`src/rtl/err_eval_pkg.sv`:
```
// Shared types and sizing for the partition error evaluator.
package err_eval_pkg;

    localparam int unsigned DefPiW = 8;
    localparam int unsigned DefPoW = 6;

    typedef enum logic [1:0] {StIdle, StSweep, StDrain, StDone} eval_state_e;

    // Bits needed to hold a Hamming distance of 0..po_w.
    function automatic int unsigned hd_width(input int unsigned po_w);
        return $clog2(po_w + 1);
    endfunction

endpackage

```
`src/rtl/hd_popcount.sv`:
```
// Per-pattern Hamming distance between exact and approximate responses.
module hd_popcount
    import err_eval_pkg::*;
#(
    parameter int unsigned PO_W = DefPoW,
    localparam int unsigned HD_W = hd_width(PO_W)
) (
    input  logic [PO_W-1:0] a,
    input  logic [PO_W-1:0] b,
    output logic [HD_W-1:0] hd
);

    logic [PO_W-1:0] diff;

    assign diff = a ^ b;

    always_comb begin
        hd = '0;
        for (int i = 0; i < PO_W; i++) begin
            hd = hd + HD_W'(diff[i]);
        end
    end

endmodule

```
`src/rtl/part_err_eval.sv`:
```
// Exhaustive exact-vs-approximate partition sweep with error/Hamming statistics.
// Define PART_ERR_EVAL_HDMAX_EN to track the worst per-pattern distance on hd_max.
module part_err_eval
    import err_eval_pkg::*;
#(
    parameter int unsigned PI_W = DefPiW,
    parameter int unsigned PO_W = DefPoW,
    localparam int unsigned HD_W = hd_width(PO_W)
) (
    input  logic                 clk,
    input  logic                 rst_n,
    input  logic                 start,
    output logic [PI_W-1:0]      pi,
    input  logic [PO_W-1:0]      po_exact,
    input  logic [PO_W-1:0]      po_approx,
    output logic                 busy,
    output logic                 done,
    output logic [PI_W:0]        err_cnt,
    output logic [PI_W+HD_W-1:0] hd_sum,
    output logic [HD_W-1:0]      hd_max
);

    localparam logic [PI_W-1:0] PiLast = '1;

    eval_state_e     state;
    logic [HD_W-1:0] hd;
    logic [HD_W-1:0] hd_q;
    logic            hd_vld_q;
    logic            clear;

    assign clear = (state == StIdle) && start;

    hd_popcount #(
        .PO_W (PO_W)
    ) u_hd_popcount (
        .a  (po_exact),
        .b  (po_approx),
        .hd (hd)
    );

    // Sweep control plus stage 1 (registered distance of the pattern on pi).
    always_ff @(posedge clk or negedge rst_n) begin
        if (!rst_n) begin
            state    <= StIdle;
            pi       <= '0;
            busy     <= 1'b0;
            done     <= 1'b0;
            hd_q     <= '0;
            hd_vld_q <= 1'b0;
        end else begin
            unique case (state)
                StIdle: begin
                    done <= 1'b0;
                    if (start) begin
                        state    <= StSweep;
                        pi       <= '0;
                        busy     <= 1'b1;
                        hd_q     <= '0;
                        hd_vld_q <= 1'b0;
                    end
                end
                StSweep: begin
                    hd_q     <= hd;
                    hd_vld_q <= 1'b1;
                    if (pi == PiLast) begin
                        state <= StDrain;
                    end else begin
                        pi <= pi + 1'b1;
                    end
                end
                StDrain: begin
                    hd_vld_q <= 1'b0;
                    busy     <= 1'b0;
                    done     <= 1'b1;
                    state    <= StDone;
                end
                StDone: begin
                    done  <= 1'b0;
                    state <= StIdle;
                end
                default: begin
                    state <= StIdle;
                    busy  <= 1'b0;
                    done  <= 1'b0;
                end
            endcase
        end
    end

    // Stage 2: accumulate the registered distance.
    always_ff @(posedge clk or negedge rst_n) begin
        if (!rst_n) begin
            err_cnt <= '0;
            hd_sum  <= '0;
        end else if (clear) begin
            err_cnt <= '0;
            hd_sum  <= '0;
        end else if (hd_vld_q) begin
            err_cnt <= err_cnt + (PI_W + 1)'(hd_q != '0);
            hd_sum  <= hd_sum + (PI_W + HD_W)'(hd_q);
        end
    end

`ifdef PART_ERR_EVAL_HDMAX_EN
    always_ff @(posedge clk or negedge rst_n) begin
        if (!rst_n) begin
            hd_max <= '0;
        end else if (clear) begin
            hd_max <= '0;
        end else if (hd_vld_q && (hd_q > hd_max)) begin
            hd_max <= hd_q;
        end
    end
`else
    assign hd_max = '0;
`endif

endmodule

```
`config.mk`:
```
export PLATFORM = sky130hd
export DESIGN_NAME = part_err_eval
export DESIGN_NICKNAME = d
export VERILOG_FILES = /design/src/rtl/err_eval_pkg.sv /design/src/rtl/hd_popcount.sv /design/src/rtl/part_err_eval.sv
export SDC_FILE = /design/constraint.sdc
export NUM_CORES = 1
export LEC_CHECK = 0
export BUFFER_PORTS_ARGS = -buffer_cell sky130_fd_sc_hd__clkbuf_2
export CORE_MARGIN = 8
export CORE_UTILIZATION = 58
export DETAILED_ROUTE_END_ITERATION = 10
export PLACE_DENSITY = 0.95
export SYNTH_ARGS = -nofsm -noshare
export SYNTH_HDL_FRONTEND = slang
export SYNTH_HIERARCHICAL = 1
export SYNTH_SLANG_ARGS = --single-unit
export TNS_END_PERCENT = 100
```
`constraint.sdc`:
```
create_clock -name clk -period 3.55 [get_ports clk]
set_clock_uncertainty 0.15 [all_clocks]
set_input_delay 0.1775 -clock clk [delete_from_list [all_inputs] [get_ports clk]]
set_output_delay 0.1775 -clock clk [all_outputs]
set_load 0.01 [all_outputs]
```
==> summary.md, run 1 <==
| Metric | Value |
|---|---|
| Seq/Total Area, Yosys | `0.434` |
| NumNets Final | `281` |
| CTS Sinks | `36` |
| Top FF cell, synth | `dfrtp_1` |
| Ant. Diodes | `0` |
| Final count of hold timing violations | `0` |
| Synth area leader | `dfrtp_1` |
| Worst R2R Start | `hd_q[0]` |
| MaxCap Viol Count | `0` |
| Static leakage | `around 1.1 nW` |
| Arr. time, crit path | `between 2000 and 3000 ps` |
| WHS Path Cells | `3` |
| Clock buffer depth | `2` |
| Yosys synthesis warning count | `6` |
| HP Class | `in2reg` |
| Largest net degree at the start of global routing | `37` |
| Drt drc | `0` |
| Vias in the first global route | `1,607` |
| Post-synth top cells | `36 x dfrtp_1, 18 x nor2_1, 17 x o21ai_0` |
| Yosys top cell area share | `0.434` |
| Design Power | `~0.0015 W` |
| CP Launch Type | `primary input` |
| Starting DRT DRC Count | `128` |
| Syn Std Cell Area | `~0.0021 mm^2` |
| Yosys cell types | `41` |
| #FFs+latches synth | `36` |
| DRT Wirelength | `4.39 mm` |
| Ports | `48` |
| Outcome | `complete, no violations` |
| RSZ-0062 raised after global routing | `no` |
| R2R Setup Slk | `1270 ps` |
| Synth async-reset ratio | `1.00` |
| Aggregate global routing overflow | `0` |
| Worst vdd ir | `358 uV` |
| Crit-path max cell delay | `slightly below 600 ps` |
| Wire per inst | `14.8 um` |
| CP Capture Point | `hd_q[2]` |
| Worst path top cell family by delay | `adder cells` |
| Worst skew pair latency | `350 ps` |
| Synth Instances | `204` |
| Die height | `75.8 um` |
| Min-delay src | `start` |
| Crit. Startpoint | `po_approx[0]` |
| Crit path required time | `3640 ps` |
| Total track usage | `0.167` |
| Clock root cell | `clkbuf_4` |
| CTS tree | `built` |
| Setup TNS | `0 ps` |
| Post-CTS Setup Inserts | `0` |
| Setup Viol. Count Final | `0` |
| Layout area overhead | `14.9%` |
| Reg-to-Reg End | `hd_sum[10]` |
| Power per cell area | `638 mW/mm^2` |
| Number of antenna violations at the first check in global routing | `0` |
| Post-route ant nets | `0` |
| Die X-Extent | `about 76 um` |
| Count leader, synth | `dfrtp_1` |
| Placer congestion estimate | `0.791` |
| Critical-path cell list | `clkbuf_2, xnor2_1, fa_1, fa_1, inv_1, ha_1, fa_1, a32oi_1, o21ai_0` |
| Crit path max fanout | `2` |
| IO Port Bufs | `44` |
| Fillers | `roughly 230` |
| 1st-pass router iterations | `4` |
| R2r worst-path depth | `7` |
| Initial Utilization | `0.612` |
| Syn_area_per_cell | `10.2 um^2` |
| Levels on crit path | `9` |
| Cell row count | `21` |
| First-pass GRT wire length | `7.26 mm` |
| Endpoint class of the critical path | `flop` |
| Core box area | `0.00339 mm^2` |
| Share of cells above drive strength 1 | `0.255` |
| Maximum clock frequency | `around 410 MHz` |
| Crit-path slowest cell | `fa_1` |
| Worst Path Buf+Inv | `2` |
| Total number of vias | `1,678` |
| DP HPWL | `between 3 and 4 mm` |
| Cell mode on critical path | `fa_1` |
| Critical path class | `in2reg` |
| CTS H-Tree Depth | `2` |
| Die area | `0.00575 mm^2` |
| Worst slew margin | `0.424` |
| TritonCTS Buffers | `5` |
| Final slew viol count | `0` |
| DR vias/cell | `~5.6` |
| Synth area leaders | `dfrtp_1 43%, ha_1 7.2%, o21ai_0 4.1%, fa_1 3.9%, xnor2_1 3.8%` |
| Worst Max-Slew Pin Slew | `~860 ps` |
| Final min period | `between 2000 and 2500 ps` |
| Clock transition at the registers of the reported paths | `110 ps` |
| Post-synth EDFFs | `0` |
| Tcrit/Tclk final | `0.680` |
| Gates resized, CTS repair | `0` |
stage by stage:
| stage | util | setup WS, ps | cells | hold slack [ps] | cell area, um^2 |
|---|---|---|---|---|---|
| 3_3_place_gp | 0.683 | 875 | 288 | 184 | 2310 |
| 3_5_place_dp | 0.683 | 771 | 288 | 189 | 2310 |
| 4_1_cts | 0.704 | 1140 | 297 | 40.9 | 2380 |
| 6_report | 0.704 | 1130 | 297 | 54.0 | 2380 |
| 5_1_grt | 0.704 | 1050 | 297 | 70.2 | 2380 |
| 2_1_floorplan | - | 1050 | 206 | -268 | 2080 |
final cells by class:
cell class,count,area [um^2],area share
Sequential cell,36,901,0.378
Clock inverter,2,10.0,0.00420
Timing Repair Buffer,45,230,0.0965
Clock buffer,6,51.3,0.0215
Multi-Input combinational cell,152,1100,0.460
Inverter,10,37.5,0.0157
Tap cell,46,57.6,0.0241
state kept, by name, summed over array words and instances (netlist names):
| signal | flops |
|---|---|
| hd_vld_q | 1 |
| hd_sum | 11 |
| done | 1 |
| hd_q | 3 |
| err_cnt | 9 |
| pi | 8 |
| busy | 1 |
| state | 2 |
what timing repair did:
item                                    CTS  global route
hold buffers                              1             0
endpoints found under the hold margin    36             0
endpoints found under the setup margin    0             0
layout by cell type, fill, tap and decap left out, drive strengths merged, types with 2 or more instances in the layout:
cell type  instances
nand2             12
fa                 4
mux2               5
a32oi              2
or3               11
inv               10
nor2b              2
xor2               8
clkinv             2
mux2i              7
o211ai             5
nand3              5
conb               3
clkbuf            50
and3               2
ha                12
a21oi             11
o21ai             17
and2               2
xnor2              9
nor2              18
dfrtp             36
nand4              5
power breakdown:
part,switching [W],internal (W)
registers,0.000113,0.000510
clock network,0.000141,0.0000942
logic,0.000369,0.000295
total,0.000622,0.000899
how the worst min path moves through the flow:
stage / to
after floorplan: busy
after global placement: hd_sum[6]
after detailed placement: hd_sum[6]
after CTS: hd_q[2]
after global routing: hd_q[2]
final: hd_q[2]
cell families (layout without fill, tap and decap cells):
family | Yosys count | after routing | synth area share
flops | 36 | 36 | 0.434
mux | 12 | 12 | 0.0627
buf+inv | 18 | 63 | 0.0410
other cells | 1 | 3 | 0.00181
fa+ha+maj | 16 | 16 | 0.111
xor+xnor | 17 | 17 | 0.0717
compound gates | 42 | 42 | 0.123
simple gates | 62 | 62 | 0.155
worst reg2reg max path, cell delays in order (launching register included):
cell	delay (ps)
dfrtp_1	420
ha_1	190
inv_1	50
fa_1	400
nor2b_1	260
o211ai_1	140
or3_2	430
a21oi_1	160
layer usage:
layer	vias up	GRT usage	wire [um]
met5	-	0	0
met4	0	0.0768	87
met3	10	0.0539	306
met2	42	0.268	2140
met1	824	0.197	1860
li1	802	-	-
Power figures use the tool's default switching activity.
==> run 2: changes to the inputs <==
ABC_AREA = 1   (was not set)
CORE_UTILIZATION = 49   (was 58)
PLACE_DENSITY = 0.85   (was 0.95)
clock period = 2 ns   (was 3.55 ns; I/O delays follow)
==> run 2 against run 1 <==
Against the previous run:
- the run now ends with negative setup slack left
- global-route usage decreased by 1.8 points
- synthesized cell count is 54% higher
- non-clock buffer count increased by 5
- critical path depth rose by 2
- largest cell class unchanged
==> summary.md, run 2 <==
| Metric | Value |
|---|---|
| Final min period | `2110 ps` |
| Largest net degree at the start of global routing | `37 (unchanged)` |
| Worst skew pair latency | `290 ps (-60 ps)` |
| Post-route ant nets | `0 (unchanged)` |
| Crit-path slowest cell | `fa_2` |
| Syn_area_per_cell | `7.37 um^2 (-28%)` |
| Worst vdd ir | `653 uV (+82%)` |
| Top FF cell, synth | `dfrtp_1` |
| Die X-Extent | `84.7 um (+12%)` |
| CTS H-Tree Depth | `2 (unchanged)` |
| Seq/Total Area, Yosys | `0.389 (-0.0448)` |
| Max reg flops | `11 (unchanged)` |
| Regs by FF count | `hd_sum (11), err_cnt (9), pi (8)` |
| WHS Path Cells | `4 (+1)` |
| Maximum clock frequency | `473 MHz` |
| Setup Viol. Count Final | `1 (+1)` |
| Yosys synthesis warning count | `6 (unchanged)` |
| Outcome | `finished with violations` |
| MaxCap Viol Count | `0 (unchanged)` |
| CTS Sinks | `36 (unchanged)` |
| Crit path required time | `2080 ps (-1560 ps)` |
| Hold WS | `25.8 ps (-28.2 ps)` |
| HP Class | `in2reg` |
| Ant. Diodes | `0 (unchanged)` |
| RSZ-0062 raised after global routing | `yes` |
| Starting DRT DRC Count | `81 (-37%)` |
| Reg-to-Reg End | `hd_sum[8]` |
| CP Launch Type | `primary input` |
| Initial Utilization | `0.500 (-0.112)` |
| Critical path class | `in2reg` |
| #FFs+latches synth | `36 (unchanged)` |
| DRT Wirelength | `4.94 mm (+13%)` |
| First-pass GRT wire length | `8.74 mm (+20%)` |
| Arr. time, crit path | `2190 ps (-310 ps)` |
| Crit-path max cell delay | `530 ps (-50 ps)` |
| Failing checks | `negative setup slack` |
| Tcrit/Tclk final | `1.06` |
| DR vias/cell | `4.91 (-13%)` |
| Clock buffer depth | `2 (unchanged)` |
| Syn Std Cell Area | `0.00231 mm^2 (+12%)` |
| Endpoint class of the critical path | `flop` |
| Largest register by flop count | `hd_sum` |
| R2R Setup Slk | `130 ps (-1140 ps)` |
| Yosys cell types | `32 (-22%)` |
| Clock root cell | `clkbuf_8` |
| Most frequent cells in the layout | `95 x nand2_1, 47 x inv_1, 41 x clkbuf_2` |
| Ports | `48 (unchanged)` |
| Final slew viol count | `0 (unchanged)` |
| Hold Path End | `busy` |
| DP HPWL | `3.83 mm (+17%)` |
| Wire per inst | `11.8 um (-20%)` |
| IO Port Bufs | `44 (unchanged)` |
| NumNets Final | `396 (+41%)` |
| Cell row count | `25 (+19%)` |
| Final worst slack | `-112 ps (-1250 ps)` |
| 1st-pass router iterations | `4 (unchanged)` |
| Count leader, synth | `nand2_1` |
| Total number of vias | `2,061 (+23%)` |
| Critical-path cell list | `buf_6, inv_2, nand2_1, nand2_1, fa_1, fa_1, inv_1, ha_2, fa_2, nand3_2, o21ai_1` |
| Die height | `84.7 um (+12%)` |
| Synth area leaders | `dfrtp_1 39%, nand2_1 16%, inv_1 7.9%, ha_1 6.5%, nand3_1 5.4%` |
| Clock transition at the registers of the reported paths | `80 ps (-30 ps)` |
| Vias in the first global route | `2,081 (+29%)` |
| Worst R2R Start | `hd_sum[0]` |
| Static leakage | `1.46 nW (+28%)` |
| Post-synth top cells | `99 x nand2_1, 49 x inv_1, 36 x dfrtp_1` |
| Worst Setup Slack post-DPL | `-432 ps (-1200 ps)` |
| Total track usage | `0.148 (-0.0184)` |
| Core box area | `0.00463 mm^2 (+37%)` |
| CTS tree | `built` |
| Commonest non-fill, non-tap cell in the layout | `nand2_1` |
| Share of cells above drive strength 1 | `0.224 (-0.0309)` |
| TritonCTS Buffers | `5 (unchanged)` |
| Synth area leader | `dfrtp_1` |
| Min-delay src | `start` |
| Synth async-reset ratio | `1.00 (unchanged)` |
| Final count of hold timing violations | `0 (unchanged)` |
| Drt drc | `0 (unchanged)` |
| Fin cells | `420 (+41%)` |
| Number of antenna violations at the first check in global routing | `0 (unchanged)` |
| Aggregate global routing overflow | `0 (unchanged)` |
| Yosys top cell area share | `0.389 (-0.0448)` |
| Synth Instances | `314 (+54%)` |
| # placed instances | `410 (+42%)` |
| Layout area overhead | `18.9%` |
| Placer congestion estimate | `0.785 (-0.83%)` |
| Die area | `0.00718 mm^2 (+25%)` |
| Post-synth EDFFs | `0 (unchanged)` |
| Power per cell area | `1000 mW/mm^2 (+57%)` |
| Crit path max fanout | `2 (unchanged)` |
| R2r worst-path depth | `11 (+4)` |
| Final core utilization | `0.595 (-0.109)` |
==> run 2: changes by cell type in the layout (fill, tap and decap cells not counted), moves of 9 or more <==
| cell | before | now |
|---|---|---|
| inv_1 | 10 | 47 |
| nand2_1 | 12 | 95 |
| nand3_1 | 4 | 23 |
| nor2_1 | 18 | 28 |
| o21ai_0 | 17 | 8 |
| or3_1 | 9 | 0 |
| xnor2_1 | 9 | 0 |
==> run 2: stage by stage <==
step                      total power (W)  TNS (ps)  area [um^2]
after floorplan                   0.00181      -360         2320
after global placement            0.00206      -660         2580
after detailed placement          0.00211      -912         2580
after CTS                         0.00276      -146         2700
after global routing              0.00302      -186         2750
final                             0.00276      -112         2750
==> run 2: repair_timing <==
action | 4_1_cts | 5_1_grt
pin swaps | 1 | 1
hold buffers | 1 | 0
setup buffers | 0 | 1
endpoints found under the setup margin | 2 | 5
endpoints found under the hold margin | 36 | 0
gates resized for setup | 0 | 14
==> run 2: worst max-delay path, delay by kind of cell <==
kind            cells  cell delay, ps
simple gates        3             190
compound gates      1              70
buf+inv             3             140
fa+ha+maj           4            1680
==> run 2: routing by layer <==
layer / wire (um) / global-route usage / vias up
li1: - / - / 1072
met3: 228 / 0.0478 / 9
met1: 2220 / 0.166 / 940
met5: 0 / 0 / -
met2: 2420 / 0.258 / 40
met4: 72 / 0.0485 / 0
==> run 2: kinds of logic (layout without fill, tap and decap cells) <==
kind of cell,Yosys count,in the layout,share of synthesized area
muxes,1,1,0.00486
buffers and inverters,58,108,0.106
and+or+nand+nor,171,171,0.319
AOI/OAI and AO/OA,30,30,0.0751
DFF,36,36,0.389
other,1,3,0.00162
adders and majority gates,16,16,0.0995
xor gates and xnor gates,1,1,0.00378
==> run 2: layout make-up <==
type,instances,area [um^2]
Multi-Input combinational cell,222,1200
Fill cell,413,1880
Tap cell,54,67.6
Inverter,50,188
Sequential cell,36,901
Clock buffer,6,72.6
Timing Repair Buffer,50,287
Clock inverter,2,35.0
==> run 2: worst max path at each step <==
| stage | startpoint | end | slack, ps |
|---|---|---|---|
| global route | po_exact[0] | hd_q[1] | -170 |
| floorplan | po_exact[3] | hd_q[1] | -210 |
| CTS | po_approx[3] | hd_q[1] | -100 |
| global placement | po_exact[3] | hd_q[1] | -340 |
| detailed placement | po_exact[3] | hd_q[1] | -430 |
| finish | po_exact[0] | hd_q[1] | -110 |
==> run 2: where the power goes <==
group	internal [W]	switching, W	total (W)
clock network	0.000370	0.000261	0.000630
logic	0.000418	0.000695	0.00111
registers	0.000871	0.000146	0.00102
total	0.00166	0.00110	0.00276
